### src/rtl/core_pkg.sv
// Shared core constants: datapath widths and ALU control encodings used by
// decode, the ALU and every pipeline register.
package core_pkg;

    localparam int DATA_W = 32;
    localparam int REG_W  = 5;
    localparam int ALUC_W = 3;

    typedef logic [ALUC_W-1:0] aluc_t;

    localparam aluc_t ALU_AND = 3'b000;
    localparam aluc_t ALU_OR  = 3'b001;
    localparam aluc_t ALU_ADD = 3'b010;
    localparam aluc_t ALU_SUB = 3'b110;
    localparam aluc_t ALU_SLT = 3'b111;

endpackage

### src/rtl/flopr_clr.sv
// Register with synchronous reset and synchronous clear; both force zero.
// Used for every field group of the pipeline registers.
module flopr_clr #(
    parameter int WIDTH = 8
) (
    input  logic             clk,
    input  logic             rst,
    input  logic             clr,
    input  logic [WIDTH-1:0] d,
    output logic [WIDTH-1:0] q
);

    // NOTE: non-blocking assignment so every register samples pre-edge values;
    // reset is tested inside the clocked block, so it only acts on a rising edge.
    always_ff @(posedge clk) begin
        if (rst || clr) begin
            q <= '0;
        end else begin
            q <= d;
        end
    end

endmodule

### src/rtl/id_ex_reg.sv
// Decode-to-execute pipeline register: loads decode fields each edge, or
// inserts an all-zero bubble on flush, and counts flush bubbles (saturating).
module id_ex_reg #(
    parameter int DATA_W = core_pkg::DATA_W,
    parameter int REG_W  = core_pkg::REG_W,
    parameter int ALUC_W = core_pkg::ALUC_W,
    parameter int CNT_W  = 16
) (
    input  logic              clk,
    input  logic              rst,
    input  logic              flushe,
    input  logic              valid_d,
    input  logic              reg_write_d,
    input  logic              memtoreg_d,
    input  logic              memwrite_d,
    input  logic              alusrc_d,
    input  logic              regdst_d,
    input  logic [ALUC_W-1:0] alucontrol_d,
    input  logic [DATA_W-1:0] rd1_d,
    input  logic [DATA_W-1:0] rd2_d,
    input  logic [DATA_W-1:0] signimm_d,
    input  logic [REG_W-1:0]  rs_d,
    input  logic [REG_W-1:0]  rt_d,
    input  logic [REG_W-1:0]  rd_d,
    output logic              valid_e,
    output logic              reg_write_e,
    output logic              memtoreg_e,
    output logic              memwrite_e,
    output logic              alusrc_e,
    output logic [ALUC_W-1:0] alucontrol_e,
    output logic [DATA_W-1:0] rd1_e,
    output logic [DATA_W-1:0] rd2_e,
    output logic [DATA_W-1:0] signimm_e,
    output logic [REG_W-1:0]  rs_e,
    output logic [REG_W-1:0]  rt_e,
    output logic [REG_W-1:0]  rd_e,
    output logic [REG_W-1:0]  writereg_e,
    output logic [CNT_W-1:0]  bubble_cnt
);

    localparam int CTRL_W = 6 + ALUC_W;
    localparam int DAT_W  = 3 * DATA_W;
    localparam int SPEC_W = 3 * REG_W;
    localparam logic [CNT_W-1:0] CNT_MAX = '1;

    logic              regdst_e;
    logic [CTRL_W-1:0] ctrl_d, ctrl_q;
    logic [DAT_W-1:0]  dat_d,  dat_q;
    logic [SPEC_W-1:0] spec_d, spec_q;

    assign ctrl_d = {valid_d, reg_write_d, memtoreg_d, memwrite_d, alusrc_d, regdst_d, alucontrol_d};
    assign dat_d  = {rd1_d, rd2_d, signimm_d};
    assign spec_d = {rs_d, rt_d, rd_d};

    flopr_clr #(.WIDTH(CTRL_W)) u_ctrl (
        .clk (clk),
        .rst (rst),
        .clr (flushe),
        .d   (ctrl_d),
        .q   (ctrl_q)
    );

    flopr_clr #(.WIDTH(DAT_W)) u_data (
        .clk (clk),
        .rst (rst),
        .clr (flushe),
        .d   (dat_d),
        .q   (dat_q)
    );

    // Zeroed specifiers on a bubble keep forwarding and branch-stall logic quiet.
    flopr_clr #(.WIDTH(SPEC_W)) u_spec (
        .clk (clk),
        .rst (rst),
        .clr (flushe),
        .d   (spec_d),
        .q   (spec_q)
    );

    assign {valid_e, reg_write_e, memtoreg_e, memwrite_e, alusrc_e, regdst_e, alucontrol_e} = ctrl_q;
    assign {rd1_e, rd2_e, signimm_e} = dat_q;
    assign {rs_e, rt_e, rd_e}        = spec_q;

    assign writereg_e = regdst_e ? rd_e : rt_e;

    always_ff @(posedge clk) begin
        if (rst) begin
            bubble_cnt <= '0;
        end else if (flushe && (bubble_cnt != CNT_MAX)) begin
            bubble_cnt <= bubble_cnt + 1'b1;
        end
    end

endmodule

### config.mk
export PLATFORM = sky130hd
export DESIGN_NAME = id_ex_reg
export DESIGN_NICKNAME = d
export VERILOG_FILES = /design/src/rtl/core_pkg.sv /design/src/rtl/flopr_clr.sv /design/src/rtl/id_ex_reg.sv
export SDC_FILE = /design/constraint.sdc
export NUM_CORES = 1
export LEC_CHECK = 0
export BUFFER_PORTS_ARGS = -buffer_cell sky130_fd_sc_hd__buf_4
export CORE_MARGIN = 2
export CORE_UTILIZATION = 47
export CTS_CLUSTER_DIAMETER = 120
export DETAILED_ROUTE_END_ITERATION = 7
export PLACE_DENSITY_LB_ADDON = 0.3
export SKIP_CTS_REPAIR_TIMING = 1
export SYNTH_ARGS = -nofsm -noshare
export SYNTH_HDL_FRONTEND = slang
export SYNTH_HIERARCHICAL = 1
export SYNTH_SLANG_ARGS = --single-unit
### constraint.sdc
create_clock -name clk -period 3.48 [get_ports clk]
set_clock_uncertainty 0.15 [all_clocks]
set_input_delay 0.174 -clock clk [delete_from_list [all_inputs] [get_ports clk]]
set_output_delay 0.174 -clock clk [all_outputs]
set_load 0.01 [all_outputs]
==> results of run 1 <==
-- layer usage --
metal | share of wire, % | track usage, % | wire, um | vias to the layer above
li1 | - | - | - | 2039
met1 | 36 | 25.9 | 6870 | 2210
met2 | 52 | 42.5 | 9950 | 240
met3 | 6.5 | 8.27 | 1240 | 66
met4 | 4.8 | 10.6 | 901 | 0
met5 | 0 | 0 | 0 | -
-- placed cells by master, fill, tap and decap left out, types with 4 or more instances in the layout --
| master | instances |
|---|---|
| a21oi_1 | 10 |
| clkbuf_16 | 16 |
| nor3b_2 | 59 |
| clkinvlp_4 | 7 |
| nand3_1 | 4 |
| o21ai_0 | 5 |
| nor2_1 | 9 |
| nand2_1 | 7 |
| mux2_2 | 5 |
| nand4_1 | 4 |
| dfxtp_1 | 136 |
| dlygate4sd3_1 | 121 |
| nor3b_1 | 62 |
| buf_4 | 264 |
-- layout make-up --
cell class | instances | area [sq um]
Sequential cell | 136 | 2720
Multi-Input combinational cell | 199 | 1750
Timing Repair Buffer | 386 | 3210
Clock inverter | 13 | 123
Clock buffer | 19 | 432
Fill cell | 466 | 1320
Tap cell | 133 | 166
-- how the worst min path moves through the flow --
stage	start	endpoint	slack, ns
floorplan	flushe	u_spec/q[0]$_SDFF_PP0_	0.1
global placement	memwrite_d	u_ctrl/q[5]$_SDFF_PP0_	0.26
detailed placement	rd2_d[25]	u_data/q[57]$_SDFF_PP0_	0.27
CTS	rs_d[0]	u_spec/q[10]$_SDFF_PP0_	-0.27
global route	rst	bubble_cnt[9]$_SDFFE_PP0P_	0.16
finish	rst	bubble_cnt[13]$_SDFFE_PP0P_	0.13
-- worst max-delay path, cell delays in order --
cell and delay, ns:
dlygate4sd3_1 0.55, buf_4 0.14, buf_4 0.68, o41ai_4 0.29, or3_2 0.51, a21oi_1 0.15
-- power groups by stage --
stage / logic, uW / clock network [uW] / registers [uW]
after CTS: 365 / 1670 / 1640
after global placement: 353 / 0 / 1670
final: 505 / 1690 / 1640
after floorplan: 132 / 0 / 1700
after detailed placement: 361 / 0 / 1670
after global routing: 527 / 1770 / 1650
-- through the flow --
step	cells	setup WS, ns
finish	886	1.25
global route	886	1.18
CTS	765	1.48
detailed placement	733	1.34
global placement	733	1.41
floorplan	364	1.63
-- sequential cells by signal, summed over array words and instances, names as in the netlist --
register and flops:
bubble_cnt 16, u_ctrl/q 9, u_data/q 96, u_spec/q 15
-- kinds of logic after synthesis --
logic type	share of synthesized area, %
DFF	57.8
buffers and inverters	5.02
AOI/OAI and AO/OA	3.16
adders and majority gates	0.266
xor gates and xnor gates	0.372
and+or+nand+nor	31.7
muxes	1.65
==> impl_metrics.env, run 1 <==
export IMPL_status="completed"
export IMPL_fin_crit_ns=2.23
export IMPL_netlist_top_cell_by_area="dfxtp_1"
export IMPL_netlist_instances=364
export IMPL_hold_depth=2
export IMPL_crit_start="flushe"
export IMPL_hold_ws_ns=0.133
export IMPL_syn_area_per_cell_sq_um=12.9
export IMPL_synth_top_area_share_pct=57.8
export IMPL_drive_above_1_share_pct=48.9
export IMPL_grt_pass1_wl_um=20300
export IMPL_post_drt_wl_per_cell_um=21.4
export IMPL_start_util_pct=48.4
export IMPL_grt_pass1_vias=3793
export IMPL_cts_tree="yes"
export IMPL_setup_viol=0
export IMPL_ir_worst_vdd_mv=0.385
export IMPL_slew_headroom_pct=41.1
export IMPL_overflow=0
export IMPL_leakage_uw=0.00367
export IMPL_cts_buffers=17
export IMPL_r2r_worst_path_cells=5
export IMPL_design_area_sq_mm=0.00841
export IMPL_avgViaCountPerCell=5.14
export IMPL_cp_max_fo=73
export IMPL_clkSinkCount=136
export IMPL_via_count=4555
export IMPL_period_share_pct=64.0
export IMPL_syn_nets=488
export IMPL_hold_class="in2reg"
export IMPL_wl_um=19000
export IMPL_setup_tns_ns=0
export IMPL_synth_commonest_cells="dfxtp_1, nor3b_1, nor3b_2"
export IMPL_clockBufferDepth=2
export IMPL_final_util_pct=86.4
export IMPL_p_clk_share_pct=44.0
export IMPL_finalPower_uw=3840
export IMPL_worstMarginPinSlew_ns=0.884
export IMPL_synth_area_top_cells="dfxtp_1, nor3b_2, nor3b_1"
export IMPL_ys_seq_elements=136
export IMPL_core_area_sq_mm=0.00973
export IMPL_dr_first_iter_drc_count=215
export IMPL_drv_slew=0
export IMPL_endpoint="bubble_cnt[7]$_SDFFE_PP0P_"
export IMPL_port_buffers=262
export IMPL_grt_usage_pct=24.0
export IMPL_cts_htree_levels=4
export IMPL_antenna_cells=0
export IMPL_die_h_um=104
export IMPL_finalHoldViolCount=0
export IMPL_p_comb_share_pct=13.2
export IMPL_synth_most_common_cell="dfxtp_1"
export IMPL_fmax_mhz=449
export IMPL_drc=0
export IMPL_place_congestion=0.845
export IMPL_fp_row_count=36
export IMPL_area_growth_pct=78.5
export IMPL_cp_start_kind="input port"
export IMPL_yosys_cell_types_count=37
export IMPL_placed_cell_area_sq_mm=0.00664
export IMPL_seqPwrFrac_pct=42.8
export IMPL_syn_area_sq_mm=0.00471
export IMPL_critPathKind="in2reg"
export IMPL_ys_seq_area_share_pct=57.8
export IMPL_worst_endpoint_required_ns=3.76
export IMPL_maxCapViolations=0
export IMPL_rsz0062_at_grt="no"
export IMPL_ys_flop_type="dfxtp_1"
export IMPL_cts_root_buf="clkbuf_8"
export IMPL_drtAntennaViolNets=0
export IMPL_worst_r2r_startpoint="bubble_cnt[0]$_SDFFE_PP0P_"
export IMPL_die_w_um=104
export IMPL_power_density_mw_per_mm2=457
export IMPL_ys_warnings_count=6
export IMPL_rrSetupSlack_ns=1.49
export IMPL_r2r_end="bubble_cnt[15]$_SDFFE_PP0P_"
export IMPL_die_area_sq_mm=0.0108
export IMPL_grt_antenna_before_repair=0
export IMPL_grt_max_degree=80
export IMPL_firstDrtPassIters=4
export IMPL_intPower_uw=2890
export IMPL_switching_share_pct=24.7
export IMPL_synth_edff_count=0
export IMPL_crit_arrival_ns=2.51
export IMPL_io_pins=263
export IMPL_cts_clk_slew_worst_paths_ns=0.06
export IMPL_synthArstFlopShare_pct=0
export IMPL_final_net_count=864
export IMPL_p_sw_uw=950
export IMPL_hpwl_um=9190
export IMPL_endpoint_kind="register"
export IMPL_clk_latency_ns=0.50
Note: power is estimated with default switching activity, not from simulation.
==> run 2: changes to the inputs <==
--- a/config.mk
+++ b/config.mk
@@ -7,7 +7,7 @@
 export LEC_CHECK = 0
 export BUFFER_PORTS_ARGS = -buffer_cell sky130_fd_sc_hd__buf_4
 export CORE_MARGIN = 2
-export CORE_UTILIZATION = 47
+export CORE_UTILIZATION = 44
 export CTS_CLUSTER_DIAMETER = 120
 export DETAILED_ROUTE_END_ITERATION = 7
 export PLACE_DENSITY_LB_ADDON = 0.3
==> constraint.sdc (replaced) <==
create_clock -name clk -period 2.3 [get_ports clk]
set_clock_uncertainty 0.15 [all_clocks]
set_input_delay 0.115 -clock clk [delete_from_list [all_inputs] [get_ports clk]]
set_output_delay 0.115 -clock clk [all_outputs]
set_load 0.01 [all_outputs]
==> impl_metrics.env, run 2 (synthesis gave the netlist of run 1 again) <==
export IMPL_largest_register="u_data/q"
export IMPL_place_congestion=0.821
export IMPL_dr_first_iter_drc_count=235
export IMPL_clockBufferDepth=2
export IMPL_port_buffers=262
export IMPL_grt_pass1_vias=3441
export IMPL_final_net_count=875
export IMPL_area_growth_pct=82.7
export IMPL_crit_family="compound AO/OA/AOI/OAI gates"
export IMPL_via_count=4400
export IMPL_worst_endpoint_required_ns=2.57
export IMPL_final_common_cell="buf_4"
export IMPL_multi_input_area_sq_mm=0.00175
export IMPL_maxCapViolations=0
export IMPL_die_h_um=107
export IMPL_die_area_sq_mm=0.0115
export IMPL_fp_row_count=37
export IMPL_overflow=0
export IMPL_cts_clk_slew_worst_paths_ns=0.06
export IMPL_crit_cells=5
export IMPL_firstDrtPassIters=4
export IMPL_r2r_worst_path_cells=5
export IMPL_post_drt_wl_per_cell_um=19.0
export IMPL_slew_headroom_pct=46.4
export IMPL_crit_start="bubble_cnt[0]$_SDFFE_PP0P_"
export IMPL_grt_usage_pct=20.4
export IMPL_hpwl_um=8900
export IMPL_status="completed"
export IMPL_crit_arrival_ns=2.29
export IMPL_core_area_sq_mm=0.0104
export IMPL_grt_pass1_wl_um=17900
export IMPL_cts_root_buf="clkbuf_8"
export IMPL_max_stage_delay_ns=0.56
export IMPL_avgViaCountPerCell=4.88
export IMPL_worst_r2r_startpoint="bubble_cnt[0]$_SDFFE_PP0P_"
export IMPL_ir_worst_vdd_mv=0.507
export IMPL_critPathBufInv=0
export IMPL_io_pins=263
export IMPL_fin_crit_ns=2.02
export IMPL_grt_antenna_before_repair=1
export IMPL_design_area_sq_mm=0.00860
export IMPL_clkSinkCount=136
export IMPL_instances_no_fill=901
export IMPL_drtAntennaViolNets=0
export IMPL_leakage_uw=0.00380
export IMPL_drive_above_1_share_pct=48.4
export IMPL_endpoint_kind="register"
export IMPL_r2r_end="bubble_cnt[7]$_SDFFE_PP0P_"
export IMPL_critPathKind="reg2reg"
export IMPL_cp_slowest_cell="o41ai_4"
export IMPL_grt_max_degree=69
export IMPL_dp_cells=737
export IMPL_setup_viol=0
export IMPL_setup_tns_ns=0
export IMPL_cts_buffers=17
export IMPL_start_util_pct=45.4
export IMPL_rsz0062_at_grt="no"
export IMPL_die_w_um=107
export IMPL_finalHoldViolCount=0
export IMPL_power_density_mw_per_mm2=706
export IMPL_worstMarginPinSlew_ns=0.804
export IMPL_drv_slew=0
export IMPL_cts_tree="yes"
export IMPL_clk_latency_ns=0.49
export IMPL_cp_max_fo=8
export IMPL_rrSetupSlack_ns=0.28
export IMPL_cts_htree_levels=4
export IMPL_wl_um=17100
export IMPL_hold_class="in2reg"
export IMPL_fmax_mhz=495
export IMPL_period_share_pct=87.9
export IMPL_drc=0
export IMPL_crit_chain="ha_1, nand3_1, o41ai_4, o21ai_0, a21oi_1"
export IMPL_endpoint="bubble_cnt[7]$_SDFFE_PP0P_"
export IMPL_cp_start_kind="register"
export IMPL_regArea_sq_mm=0.00272
export IMPL_reg_top3="u_data/q (96), bubble_cnt (16), u_spec/q (15)"
export IMPL_largest_reg_flops=96
export IMPL_fillers=570
export IMPL_placed_cell_area_sq_mm=0.00667
export IMPL_mostFrequentLayoutCells="buf_4, dfxtp_1, dlygate4sd3_1"
-- run 2: per-stage QoR --
stage | utilization, % | hold WS, ns | total power, uW | worst slack, ns
floorplan | - | 0.0401 | 2770 | 0.454
global placement | 64.3 | 0.203 | 3060 | 0.410
detailed placement | 64.3 | 0.207 | 3080 | 0.332
CTS | 70.3 | -0.343 | 5900 | 0.319
global route | 83.0 | 0.248 | 6300 | 0.143
finish | 83.0 | 0.273 | 6070 | 0.278
-- run 2: per-layer routing --
metal	wire length (um)	share of wire (%)	up-vias	track usage [%]
li1	-	-	2067	-
met1	6330	37	2123	22.8
met2	9230	54	168	35.4
met3	1040	6.0	42	6.30
met4	522	3.0	0	9.43
met5	0	0	-	0
-- run 2: how the worst min path moves through the flow --
stage	from	end	slack (ns)	cells after the start
CTS	rt_d[3]	u_spec/q[8]$_SDFF_PP0_	-0.34	2
global route	alusrc_d	u_ctrl/q[4]$_SDFF_PP0_	0.25	3
floorplan	flushe	u_spec/q[0]$_SDFF_PP0_	0.04	1
global placement	rd_d[2]	u_spec/q[2]$_SDFF_PP0_	0.20	2
detailed placement	rt_d[3]	u_spec/q[8]$_SDFF_PP0_	0.21	2
finish	rd1_d[12]	u_data/q[76]$_SDFF_PP0_	0.27	3
-- run 2: worst min-delay path: stages --
cell and delay [ns]:
dlygate4sd3_1 0.53, buf_4 0.10, nor3b_2 0.12
-- run 2: cell type report --
class	count	share of cell area [%]
antenna	1	0.0291
clock buffer	18	4.97
clock inverter	14	2.27
multi-input combinational	199	20.3
sequential	136	31.7
tap	136	1.98
timing repair buffer	397	38.7
-- run 2: where the power goes --
| part | switching [uW] | internal (uW) |
|---|---|---|
| Sequential | 38.3 | 2440 |
| Clock | 1030 | 1800 |
| Combinational | 292 | 467 |
| Total | 1360 | 4710 |
==> run 3: changes to the inputs <==
--- a/config.mk
+++ b/config.mk
@@ -6,13 +6,13 @@
 export NUM_CORES = 1
 export LEC_CHECK = 0
 export BUFFER_PORTS_ARGS = -buffer_cell sky130_fd_sc_hd__buf_4
+export CAP_MARGIN = 25
 export CORE_MARGIN = 2
-export CORE_UTILIZATION = 44
+export CORE_UTILIZATION = 42
 export CTS_CLUSTER_DIAMETER = 120
 export DETAILED_ROUTE_END_ITERATION = 7
 export PLACE_DENSITY_LB_ADDON = 0.3
 export SKIP_CTS_REPAIR_TIMING = 1
 export SYNTH_ARGS = -nofsm -noshare
 export SYNTH_HDL_FRONTEND = slang
-export SYNTH_HIERARCHICAL = 1
 export SYNTH_SLANG_ARGS = --single-unit
==> impl_metrics.env, run 3 <==
export IMPL_seqPwrFrac_pct=42.3
export IMPL_rsz0062_at_grt="no"
export IMPL_endpoint_kind="register"
export IMPL_hold_depth=3
export IMPL_synth_area_top_cells="dfxtp_1, and2_1, mux2_2"
export IMPL_syn_area_sq_mm=0.00411
export IMPL_hpwl_um=8560
export IMPL_slew_headroom_pct=55.3
export IMPL_firstDrtPassIters=4
export IMPL_place_congestion=0.827
export IMPL_cp_max_fo=7
export IMPL_switching_share_pct=22.7
export IMPL_clkSinkCount=136
export IMPL_port_buffers=262
export IMPL_final_common_cell="buf_4"
export IMPL_drive_above_1_share_pct=40.5
export IMPL_grt_pass1_vias=3338
export IMPL_final_net_count=868
export IMPL_worst_endpoint_required_ns=2.58
export IMPL_cts_tree="yes"
export IMPL_cts_clk_slew_worst_paths_ns=0.07
export IMPL_dr_first_iter_drc_count=89
export IMPL_r2r_worst_path_cells=4
export IMPL_largest_register="u_data.q"
export IMPL_holdPathEnd="u_spec.q[9]$_SDFF_PP0_"
export IMPL_setup_viol=0
export IMPL_drv_slew=0
export IMPL_cts_buffers=17
export IMPL_synth_edff_count=0
export IMPL_final_util_pct=83.0
export IMPL_p_clk_share_pct=46.5
export IMPL_netlist_instances=357
export IMPL_yosys_cell_types_count=35
export IMPL_finalHoldViolCount=0
export IMPL_worstHoldStart="rt_d[4]"
export IMPL_wl_um=15600
export IMPL_finalPower_uw=5860
export IMPL_start_util_pct=42.6
export IMPL_clk_latency_ns=0.50
export IMPL_netlist_top_cell_by_area="dfxtp_1"
export IMPL_synth_commonest_cells="dfxtp_1, and2_1, clkbuf_1"
export IMPL_worst_r2r_startpoint="bubble_cnt[3]$_SDFFE_PP0P_"
export IMPL_die_h_um=103
export IMPL_grt_antenna_before_repair=0
export IMPL_worstMarginPinSlew_ns=0.661
export IMPL_hold_class="in2reg"
export IMPL_drc=0
export IMPL_via_count=4142
export IMPL_syn_area_per_cell_sq_um=11.5
export IMPL_ys_seq_area_share_pct=66.3
export IMPL_p_sw_uw=1330
export IMPL_power_density_mw_per_mm2=733
export IMPL_synth_top_area_share_pct=66.3
export IMPL_reg_top3="u_data.q (96), bubble_cnt (16), u_spec.q (15)"
export IMPL_avgViaCountPerCell=4.66
export IMPL_fmax_mhz=490
export IMPL_cts_root_buf="clkbuf_8"
export IMPL_crit_arrival_ns=2.32
export IMPL_largest_reg_flops=96
export IMPL_ir_worst_vdd_mv=0.559
export IMPL_antenna_cells=0
export IMPL_status="completed"
export IMPL_ys_flop_type="dfxtp_1"
export IMPL_ys_warnings_count=0
export IMPL_core_area_sq_mm=0.00964
export IMPL_design_area_sq_mm=0.00800
export IMPL_placed_cell_area_sq_mm=0.00619
export IMPL_synthArstFlopShare_pct=0
export IMPL_grt_max_degree=81
export IMPL_setup_tns_ns=0
export IMPL_leakage_uw=0.00374
export IMPL_p_comb_share_pct=11.2
export IMPL_drtAntennaViolNets=0
export IMPL_die_w_um=103
export IMPL_crit_start="bubble_cnt[3]$_SDFFE_PP0P_"
export IMPL_multi_input_area_sq_mm=0.00130
export IMPL_fin_crit_ns=2.04
export IMPL_die_area_sq_mm=0.0106
export IMPL_clockBufferDepth=2
export IMPL_intPower_uw=4530
export IMPL_overflow=0
export IMPL_io_pins=263
export IMPL_cp_start_kind="register"
export IMPL_regArea_sq_mm=0.00272
export IMPL_grt_pass1_wl_um=15600
export IMPL_grt_usage_pct=19.9
export IMPL_area_growth_pct=94.7
export IMPL_mostFrequentLayoutCells="buf_4, dfxtp_1, dlygate4sd3_1"
export IMPL_fp_row_count=36
export IMPL_maxCapViolations=0
export IMPL_synth_most_common_cell="dfxtp_1"
export IMPL_post_drt_wl_per_cell_um=17.6
export IMPL_rrSetupSlack_ns=0.26
export IMPL_cts_htree_levels=4
export IMPL_critPathKind="reg2reg"
export IMPL_ys_seq_elements=136
export IMPL_fillers=518
export IMPL_r2r_end="bubble_cnt[13]$_SDFFE_PP0P_"
export IMPL_syn_nets=481
export IMPL_period_share_pct=88.8
-- run 3: worst max path at each step --
stage	endpoint	slack [ns]	depth (start not counted)
finish	bubble_cnt[13]$_SDFFE_PP0P_	0.26	4
global route	bubble_cnt[1]$_SDFFE_PP0P_	0.17	4
floorplan	bubble_cnt[13]$_SDFFE_PP0P_	0.34	5
CTS	bubble_cnt[13]$_SDFFE_PP0P_	0.26	4
global placement	bubble_cnt[13]$_SDFFE_PP0P_	0.36	4
detailed placement	bubble_cnt[13]$_SDFFE_PP0P_	0.30	4
-- run 3: critical path, cell delays in order (launching register included) --
cell and delay, ns:
dfxtp_1 0.48, nand4_4 0.18, or3_1 0.51, or4_1 0.50, a21oi_1 0.16
-- run 3: layout make-up --
class,instances,area share (%)
Sequential cell,136,34.0
Multi-Input combinational cell,200,16.3
Tap cell,133,2.08
Timing Repair Buffer,387,40.2
Clock buffer,18,5.23
Inverter,2,0.0939
Clock inverter,13,2.13
-- run 3: power by group through the flow --
stage / Clock (uW) / Combinational (uW) / Sequential, uW
after floorplan: 0 / 95.7 / 2570
after global placement: 0 / 446 / 2520
after detailed placement: 0 / 456 / 2530
after CTS: 2720 / 458 / 2480
after global routing: 2850 / 693 / 2490
final: 2720 / 657 / 2480
-- run 3: per-stage QoR --
stage / setup slack, ns / hold WS (ns) / cells
floorplan: 0.344 / 0.0867 / 357
global placement: 0.357 / 0.166 / 736
detailed placement: 0.295 / 0.169 / 736
CTS: 0.265 / -0.368 / 767
global route: 0.166 / 0.195 / 889
finish: 0.258 / 0.214 / 889
-- run 3: cells by family (layout without fill, tap and decap cells) --
logic type,count (synthesis),after routing,synth area share [%]
buffers and inverters,21,420,2.22
adder cells (fa/ha/maj),1,1,0.305
multiplexers,7,7,1.89
AO/OA/AOI/OAI,24,24,3.84
flip-flops,136,136,66.3
XOR/XNOR,4,4,0.853
AND/OR/NAND/NOR,164,164,24.6
-- run 3: per-layer routing --
metal / vias to the layer above / share of wire [%] / GRT usage [%]
met5: - / 0 / 0
met4: 0 / 3.3 / 8.00
met3: 38 / 7.4 / 11.3
met2: 183 / 54 / 35.0
met1: 1985 / 35 / 19.1
li1: 1936 / - / -
